[config.mk]
export PLATFORM = sky130hd
export DESIGN_NAME = serial_add_unit
export DESIGN_NICKNAME = d
export VERILOG_FILES = /design/src/rtl/serial_add_unit.sv
export SDC_FILE = /design/constraint.sdc
export NUM_CORES = 1
export LEC_CHECK = 0
export ABC_AREA = 0
export BUFFER_PORTS_ARGS = -buffer_cell sky130_fd_sc_hd__buf_2
export CORE_MARGIN = 2
export CORE_UTILIZATION = 28
export DETAILED_ROUTE_END_ITERATION = 10
export PLACE_DENSITY = 0.51
export SYNTH_ARGS = -nofsm -noshare
export SYNTH_HDL_FRONTEND = slang
export SYNTH_SLANG_ARGS = --single-unit
[constraint.sdc]
create_clock -name clk -period 1.6 [get_ports clk]
set_input_delay 0.32 -clock clk [delete_from_list [all_inputs] [get_ports clk]]
set_output_delay 0.32 -clock clk [all_outputs]
set_load 0.005 [all_outputs]
[src/rtl/serial_add_unit.sv]
// serial_add_unit: bit-serial W-bit adder producing one result bit per clock, LSB first.
// Define SERIAL_ADD_OVF_EN to add a registered signed-overflow output (ovf).

module serial_add_unit #(
    parameter int unsigned W = 8
) (
    input  logic         clk,
    input  logic         rst_n,
    input  logic         start,
    input  logic [W-1:0] a,
    input  logic [W-1:0] b,
    output logic         busy,
    output logic         done,
    output logic [W-1:0] sum,
    output logic         carry
`ifdef SERIAL_ADD_OVF_EN
    ,
    output logic         ovf
`endif
);

    localparam int unsigned CW = (W > 1) ? $clog2(W) : 1;

    typedef enum logic [1:0] {StIdle, StShift, StDone} state_e;

    state_e        state_q, state_d;
    logic [W-1:0]  opa_q, opa_d;
    logic [W-1:0]  opb_q, opb_d;
    logic [W-1:0]  psum_q, psum_d;
    logic [W-1:0]  sum_q, sum_d;
    logic          c_q, c_d;
    logic          carry_q, carry_d;
    logic [CW-1:0] cnt_q, cnt_d;
`ifdef SERIAL_ADD_OVF_EN
    logic          ovf_q, ovf_d;
`endif

    logic last;
    logic hs1, hc1, hc2;
    logic bit_s, c_next;

    assign last = (cnt_q == CW'(W - 1));

    // Full adder built from two half adders on the operand LSBs.
    assign hs1    = opa_q[0] ^ opb_q[0];
    assign hc1    = opa_q[0] & opb_q[0];
    assign bit_s  = hs1 ^ c_q;
    assign hc2    = hs1 & c_q;
    assign c_next = hc1 | hc2;

    always_ff @(posedge clk or negedge rst_n) begin
        if (!rst_n) begin
            state_q <= StIdle;
        end else begin
            state_q <= state_d;
        end
    end

    always_comb begin
        state_d = state_q;
        case (state_q)
            StIdle:  if (start) state_d = StShift;
            StShift: if (last) state_d = StDone;
            StDone:  state_d = StIdle;
            default: state_d = StIdle;
        endcase
    end

    always_comb begin
        busy = (state_q == StShift);
        done = (state_q == StDone);
    end

    always_comb begin
        opa_d   = opa_q;
        opb_d   = opb_q;
        psum_d  = psum_q;
        sum_d   = sum_q;
        c_d     = c_q;
        carry_d = carry_q;
        cnt_d   = cnt_q;
`ifdef SERIAL_ADD_OVF_EN
        ovf_d   = ovf_q;
`endif
        case (state_q)
            StIdle: begin
                if (start) begin
                    opa_d = a;
                    opb_d = b;
                    c_d   = 1'b0;
                    cnt_d = '0;
                end
            end
            StShift: begin
                psum_d = {bit_s, psum_q[W-1:1]};
                opa_d  = {1'b0, opa_q[W-1:1]};
                opb_d  = {1'b0, opb_q[W-1:1]};
                c_d    = c_next;
                cnt_d  = cnt_q + CW'(1);
                if (last) begin
                    sum_d   = {bit_s, psum_q[W-1:1]};
                    carry_d = c_next;
`ifdef SERIAL_ADD_OVF_EN
                    // c_q is the carry into the MSB on the final step.
                    ovf_d   = c_q ^ c_next;
`endif
                end
            end
            default: ;
        endcase
    end

    always_ff @(posedge clk or negedge rst_n) begin
        if (!rst_n) begin
            opa_q   <= '0;
            opb_q   <= '0;
            psum_q  <= '0;
            sum_q   <= '0;
            c_q     <= 1'b0;
            carry_q <= 1'b0;
            cnt_q   <= '0;
`ifdef SERIAL_ADD_OVF_EN
            ovf_q   <= 1'b0;
`endif
        end else begin
            opa_q   <= opa_d;
            opb_q   <= opb_d;
            psum_q  <= psum_d;
            sum_q   <= sum_d;
            c_q     <= c_d;
            carry_q <= carry_d;
            cnt_q   <= cnt_d;
`ifdef SERIAL_ADD_OVF_EN
            ovf_q   <= ovf_d;
`endif
        end
    end

    assign sum   = sum_q;
    assign carry = carry_q;
`ifdef SERIAL_ADD_OVF_EN
    assign ovf   = ovf_q;
`endif

endmodule
==> qor.yml, run 1 <==
clock_tree:
  ctsLongestPathBuffers: 2
  cts.clk_slew.worst_paths_ns: 0.08
  cts-root-buf: "clkbuf_8"
  cts_tree: "built"
  clkLatencyLatePin_ns: 0.29
  htree_levels: 2
  holdBufCountCts: 0
  cts-buffers-inserted: 5
  clock-sinks: 38
hold_path:
  hold_class: "primary input to asynchronous set/reset pin"
cells_and_area:
  syn2layout_area_growth_pct: 16.9
  diodes: 0
  nFillCells: 686
  final_nets: 193
  layout-drive-gt1-share_pct: 52.3
place:
  dpl_worst_slack_ns: 0.0942
  routabilityCongestion: 0.717
  dp_hpwl_mm: 2.62
  io_buffers: 29
floorplanning:
  chipWidth_um: 87.4
  core_sq_um: 6760
  num_rows: 30
  start_util_pct: 28.8
  dieArea_sq_um: 7640
  io_pins: 30
  fp.dieH_um: 87.4
detailed_routing:
  routed_wl_mm: 3.71
  drt_iter0_drc: 53
  drtPass1Iterations: 4
  drc: 0
  via_per_inst: 4.72
  wire_per_inst_um: 14.7
  ant_nets: 0
  num_vias: 1190
synthesis:
  syn_area_per_cell_sq_um: 14.3
  synth_edf_count: 0
  yosysTopAreaCell: "dfrtp_1"
  ys_top_cells_by_area: "dfrtp_1 49%, mux2_4 11%, nor4b_2 6.2%"
  netlist.area_leader.share_pct: 48.8
  yosysWarnings: 0
  synth_fp_nets: 158
  async_flop_share_pct: 100
  synthesis.area_sq_um: 1950
  synth-seq-cells: 38
  synth_cells: 136
  ys_dominant_reg_cell: "dfrtp_1"
  synth_cell_types: 30
  ys_seq_area_share_pct: 48.8
critical_path:
  reg2reg_slack_ns: 0.08
  max_stage_delay_ns: 0.41
  path_common_cell: "ha_1"
  timing.rr.start: "cnt_q[0]$_DFFE_PN0P_"
  crit_buf_inv: 1
  crit_path_end_kind: "flop"
  r2r-end: "carry$_DFFE_PN0P_"
  path_cells: "ha_1, ha_1, nand3b_1, buf_12, mux2_4"
  critical_path.top_delay_family: "flip-flops"
  criticalPathCategory: "flop to flop"
  setup.worst_path.start_class: "flop"
  worstPathArrival_ns: 1.69
  cp.required_ns: 1.78
  critPathMaxFanout: 10
  worst_r2r_path_depth: 5
  cp_slowest_cell: "dfrtp_1"
power_and_ir_drop:
  leakage_nw: 1.05
  ir_worst_vdd_mv: 0.541
  power_density_nw_per_um2: 1840
job:
  maxCapViolations: 0
global_routing:
  grt_max_degree: 39
  antenna_found_initial: 0
  grt_pass1_vias: 1316
  track_usage_pct: 11.0
  grt_remaining_overflow: 0
  grt_pass1_wl_mm: 6.53
timing:
  tightest_slew_ns: 0.750
  slew_viol_final: 0
  setup_ws_ns: 0.0839
  rsz0062_at_grt: "no"
  clock_skew_ns: 0.00761
  fin_crit_sh_pct: 94.8
  tns_ns: 0
  max_freq_mhz: 660
  whs_ns: 0.0753
  finalHoldViolCount: 0
  slew_headroom_pct: 50.0
  period_minus_slack_ns: 1.52
  finalSetupViolCount: 0
status:
  status: "complete, no violations"
cell type report:
type,instances,area (sq um),area share (%)
flip-flops and latches,38,953,41.9
multi-input cells,75,846,37.2
repair buffers,39,236,10.4
well taps,80,100,4.40
clock buffers,6,82.6,3.63
inverters,12,45.0,1.98
clock inverters,2,12.5,0.550
flip-flops by register name, indices dropped and copies added (netlist names):
name     count
c_q          1
carry        1
cnt_q        3
opa_q        8
opb_q        8
psum_q       7
state_q      2
sum          8
through the flow:
stage	utilization, %	instance area (sq um)	instances	power [W]
floorplan	-	1950	136	0.00314
global placement	32.0	2160	242	0.00345
detailed placement	32.0	2160	242	0.00352
CTS	33.6	2270	252	0.00425
global route	33.7	2280	252	0.00454
finish	33.7	2280	252	0.00419
worst max-delay path by stage:
stage                      startpoint                 end  depth (start not counted)
2_1_floorplan    cnt_q[0]$_DFFE_PN0P_   carry$_DFFE_PN0P_                          5
3_3_place_gp     cnt_q[0]$_DFFE_PN0P_  sum[0]$_DFFE_PN0P_                          5
3_5_place_dp     cnt_q[0]$_DFFE_PN0P_  sum[1]$_DFFE_PN0P_                          5
4_1_cts        state_q[0]$_DFFE_PN0P_                done                          3
5_1_grt        state_q[0]$_DFFE_PN0P_                done                          3
6_report         cnt_q[0]$_DFFE_PN0P_   carry$_DFFE_PN0P_                          5
cell usage in the layout (no fill, tap or decap), types with 3 or more instances in the layout:
| cell | instances |
|---|---|
| dfrtp_1 | 36 |
| buf_2 | 29 |
| mux2_4 | 14 |
| inv_1 | 11 |
| nor3b_1 | 11 |
| nor4b_2 | 8 |
| a211oi_2 | 8 |
| buf_4 | 8 |
| clkbuf_8 | 6 |
| or4b_1 | 4 |
| o221a_2 | 4 |
| a22o_1 | 3 |
kinds of logic (layout without fill, tap and decap cells):
family	after synthesis	count (layout)	share of synthesized area, %
AO/OA/AOI/OAI	22	22	11.8
multiplexers	17	17	12.5
AND/OR/NAND/NOR	33	33	16.8
adder cells (fa/ha/maj)	3	3	2.31
flip-flops	38	38	48.8
buffers and inverters	23	59	7.71
cells in the mapped netlist, types with 2 or more instances:
cell type	n
mux2_2	2
o221a_2	4
buf_4	2
nor3b_1	11
ha_1	2
nand2b_1	2
buf_2	2
a211o_1	2
nor4bb_1	2
a211oi_2	8
dfrtp_1	38
or4b_1	4
mux2_4	14
a22o_1	3
inv_1	12
nor4b_1	2
nor4b_2	8
a211oi_1	2
buf_6	5
metal layers:
metal	track usage (%)	vias up	wire (um)
met4	3.78	0	37
met2	17.1	25	1750
met5	0	-	0
li1	-	569	-
met3	3.03	5	149
met1	14.8	591	1770
what timing repair did:
action | CTS | global route
endpoints found under the setup margin | 2 | 2
cloned | 0 | 0
resized for setup | 2 | 2
buffers inserted | 2 | 0
where the power goes:
part / leakage (nW) / internal [W] / switching, W / total, W
Combinational: 0.561 / 0.00103 / 0.000715 / 0.00174
Sequential: 0.445 / 0.00143 / 0.000325 / 0.00176
Clock: 0.0472 / 0.000346 / 0.000344 / 0.000690
Total: 1.05 / 0.00281 / 0.00138 / 0.00419
Power figures use the tool's default switching activity.
==> run 2: changes to the inputs <==
Settings changed: RECOVER_POWER from default to 100.
==> run 2 against run 1 <==
Sequential cell count did not move. Count of clock-buffer cells in the layout stayed put. Worst setup slack got worse by 0.0047 ns. Combinational power decreased by 11%. Wire length up 0.13%. Cell count is the same. Critical path type is now flop to primary output.
==> qor.yml, run 2 (synthesis gave the netlist of run 1 again) <==
status:
  status: "complete, no violations"
cells_and_area:
  fin_util_pct: 32.5  # -1.1 points
  syn2layout_area_growth_pct: 12.9
  regArea_sq_um: 953  # unchanged
  nFillCells: 702  # +2.3%
  diodes: 0  # unchanged
  layout_common_cells: "36 x dfrtp_1, 24 x buf_2, 11 x inv_1, 11 x nor3b_1"
  layout-drive-gt1-share_pct: 40.7  # -12 points
  fin_area_sq_um: 2200  # -3.4%
  final_nets: 193  # unchanged
  multi_input_area_sq_um: 791  # -6.5%
  final_common_cell: "dfrtp_1"
clock_tree:
  cts.clk_slew.worst_paths_ns: 0.08  # about the same
  cts-buffers-inserted: 5  # unchanged
  holdBufCountCts: 0  # unchanged
  clock-sinks: 38  # unchanged
  cts_tree: "built"
  cts-root-buf: "clkbuf_8"
  htree_levels: 2  # unchanged
  clkLatencyLatePin_ns: 0.29  # about the same
  ctsLongestPathBuffers: 2  # unchanged
timing:
  rsz0062_at_grt: "no"
  tns_ns: 0  # unchanged
  slew_headroom_pct: 36.2  # -14 points
  fin_crit_sh_pct: 95.1  # +0.29 points
  finalSetupViolCount: 0  # unchanged
  period_minus_slack_ns: 1.52  # +0.00470 ns
  slew_viol_final: 0  # unchanged
  tightest_slew_ns: 0.956  # +0.207 ns
  max_freq_mhz: 658  # -0.31%
  clock_skew_ns: 0.00758  # -0.0000330 ns
  finalHoldViolCount: 0  # unchanged
detailed_routing:
  drc: 0  # unchanged
  wire_per_inst_um: 14.8  # +0.13%
  ant_nets: 0  # unchanged
  drtPass1Iterations: 3  # -1
  routed_wl_mm: 3.72  # +0.13%
  drt_iter0_drc: 58  # +9.4%
  num_vias: 1204  # +1.2%
  via_per_inst: 4.78  # +1.2%
global_routing:
  grt_pass1_vias: 1316  # unchanged
  grt_remaining_overflow: 0  # unchanged
  grt_pass1_wl_mm: 6.53  # unchanged
  grt_max_degree: 39  # unchanged
  antenna_found_initial: 0  # unchanged
  track_usage_pct: 11.0  # unchanged
place:
  routabilityCongestion: 0.717  # unchanged
  io_buffers: 29  # unchanged
  placed_cell_area_sq_um: 2160  # unchanged
  dp_hpwl_mm: 2.62  # unchanged
critical_path:
  cp.required_ns: 1.28  # -0.50 ns
  critPathMaxFanout: 21  # +11
  setup.worst_path.start_class: "flop"
  crit_path_end_kind: "primary output"
  criticalPathCategory: "flop to primary output"
  worstPathArrival_ns: 1.20  # -0.49 ns
job:
  maxCapViolations: 0  # unchanged
floorplanning:
  chipWidth_um: 87.4  # unchanged
  core_sq_um: 6760  # unchanged
  fp.dieH_um: 87.4  # unchanged
  io_pins: 30  # unchanged
  num_rows: 30  # unchanged
  dieArea_sq_um: 7640  # unchanged
  start_util_pct: 28.8  # unchanged
power_and_ir_drop:
  power_density_nw_per_um2: 1810  # -1.8%
  ir_worst_vdd_mv: 0.518  # -4.2%
  leakage_nw: 1.00  # -4.9%
hold_path:
  hold_class: "primary input to asynchronous set/reset pin"
run 2: per-layer routing:
metal  GRT usage (%)  up-vias  wire [um]
met5               0        -          0
met4            3.78        0         37
met3            3.03        5        149
met2            17.1       25       1770
met1            14.8      606       1760
li1                -      568          -
run 2: critical path, cell delays in order, from the launching register on:
cell	delay (ns)
dfrtp_2	0.48
buf_6	0.20
nor2b_1	0.11
clkbuf_1	0.12
run 2: area by class of cell:
type / count / share of cell area (%)
Sequential cell: 38 / 43.4
Multi-Input combinational cell: 75 / 36.0
Timing Repair Buffer: 39 / 9.73
Tap cell: 80 / 4.55
Clock buffer: 6 / 3.76
Inverter: 12 / 2.05
Clock inverter: 2 / 0.569
run 2: path summary, 6_finish.rpt:
path / from / end / slack, ns / cells after the start
max: state_q[0]$_DFFE_PN0P_ / done / 0.08 / 3
min: rst_n / psum_q[4]$_DFFE_PN0P_ / 0.25 / 2
max reg2reg: cnt_q[0]$_DFFE_PN0P_ / carry$_DFFE_PN0P_ / 0.09 / 5
min reg2reg: cnt_q[0]$_DFFE_PN0P_ / cnt_q[0]$_DFFE_PN0P_ / 0.50 / 1
max in group asynchronous: rst_n / state_q[0]$_DFFE_PN0P_ / 0.69 / 2
min in group clk: b[5] / opb_q[5]$_DFFE_PN0P_ / 0.38 / 3
run 2: where the power goes:
group          total [W]  internal [W]  switching, W
registers        0.00175       0.00143      0.000318
logic            0.00154      0.000878      0.000659
clock network   0.000686      0.000346      0.000340
total            0.00397       0.00266       0.00132
run 2: what timing repair did:
action                                  CTS  global route
gates resized for setup                   2             2
endpoints found under the setup margin    2             2
setup buffers                             2             0
run 2: through the flow:
| step | total power, W | hold WS [ns] | setup WS (ns) | cells |
|---|---|---|---|---|
| floorplan | 0.00314 | 0.0244 | 0.187 | 136 |
| global placement | 0.00345 | 0.394 | 0.124 | 242 |
| detailed placement | 0.00352 | 0.406 | 0.0942 | 242 |
| CTS | 0.00425 | 0.0877 | 0.0156 | 252 |
| global route | 0.00433 | 0.335 | 0.0215 | 252 |
| finish | 0.00397 | 0.255 | 0.0792 | 252 |
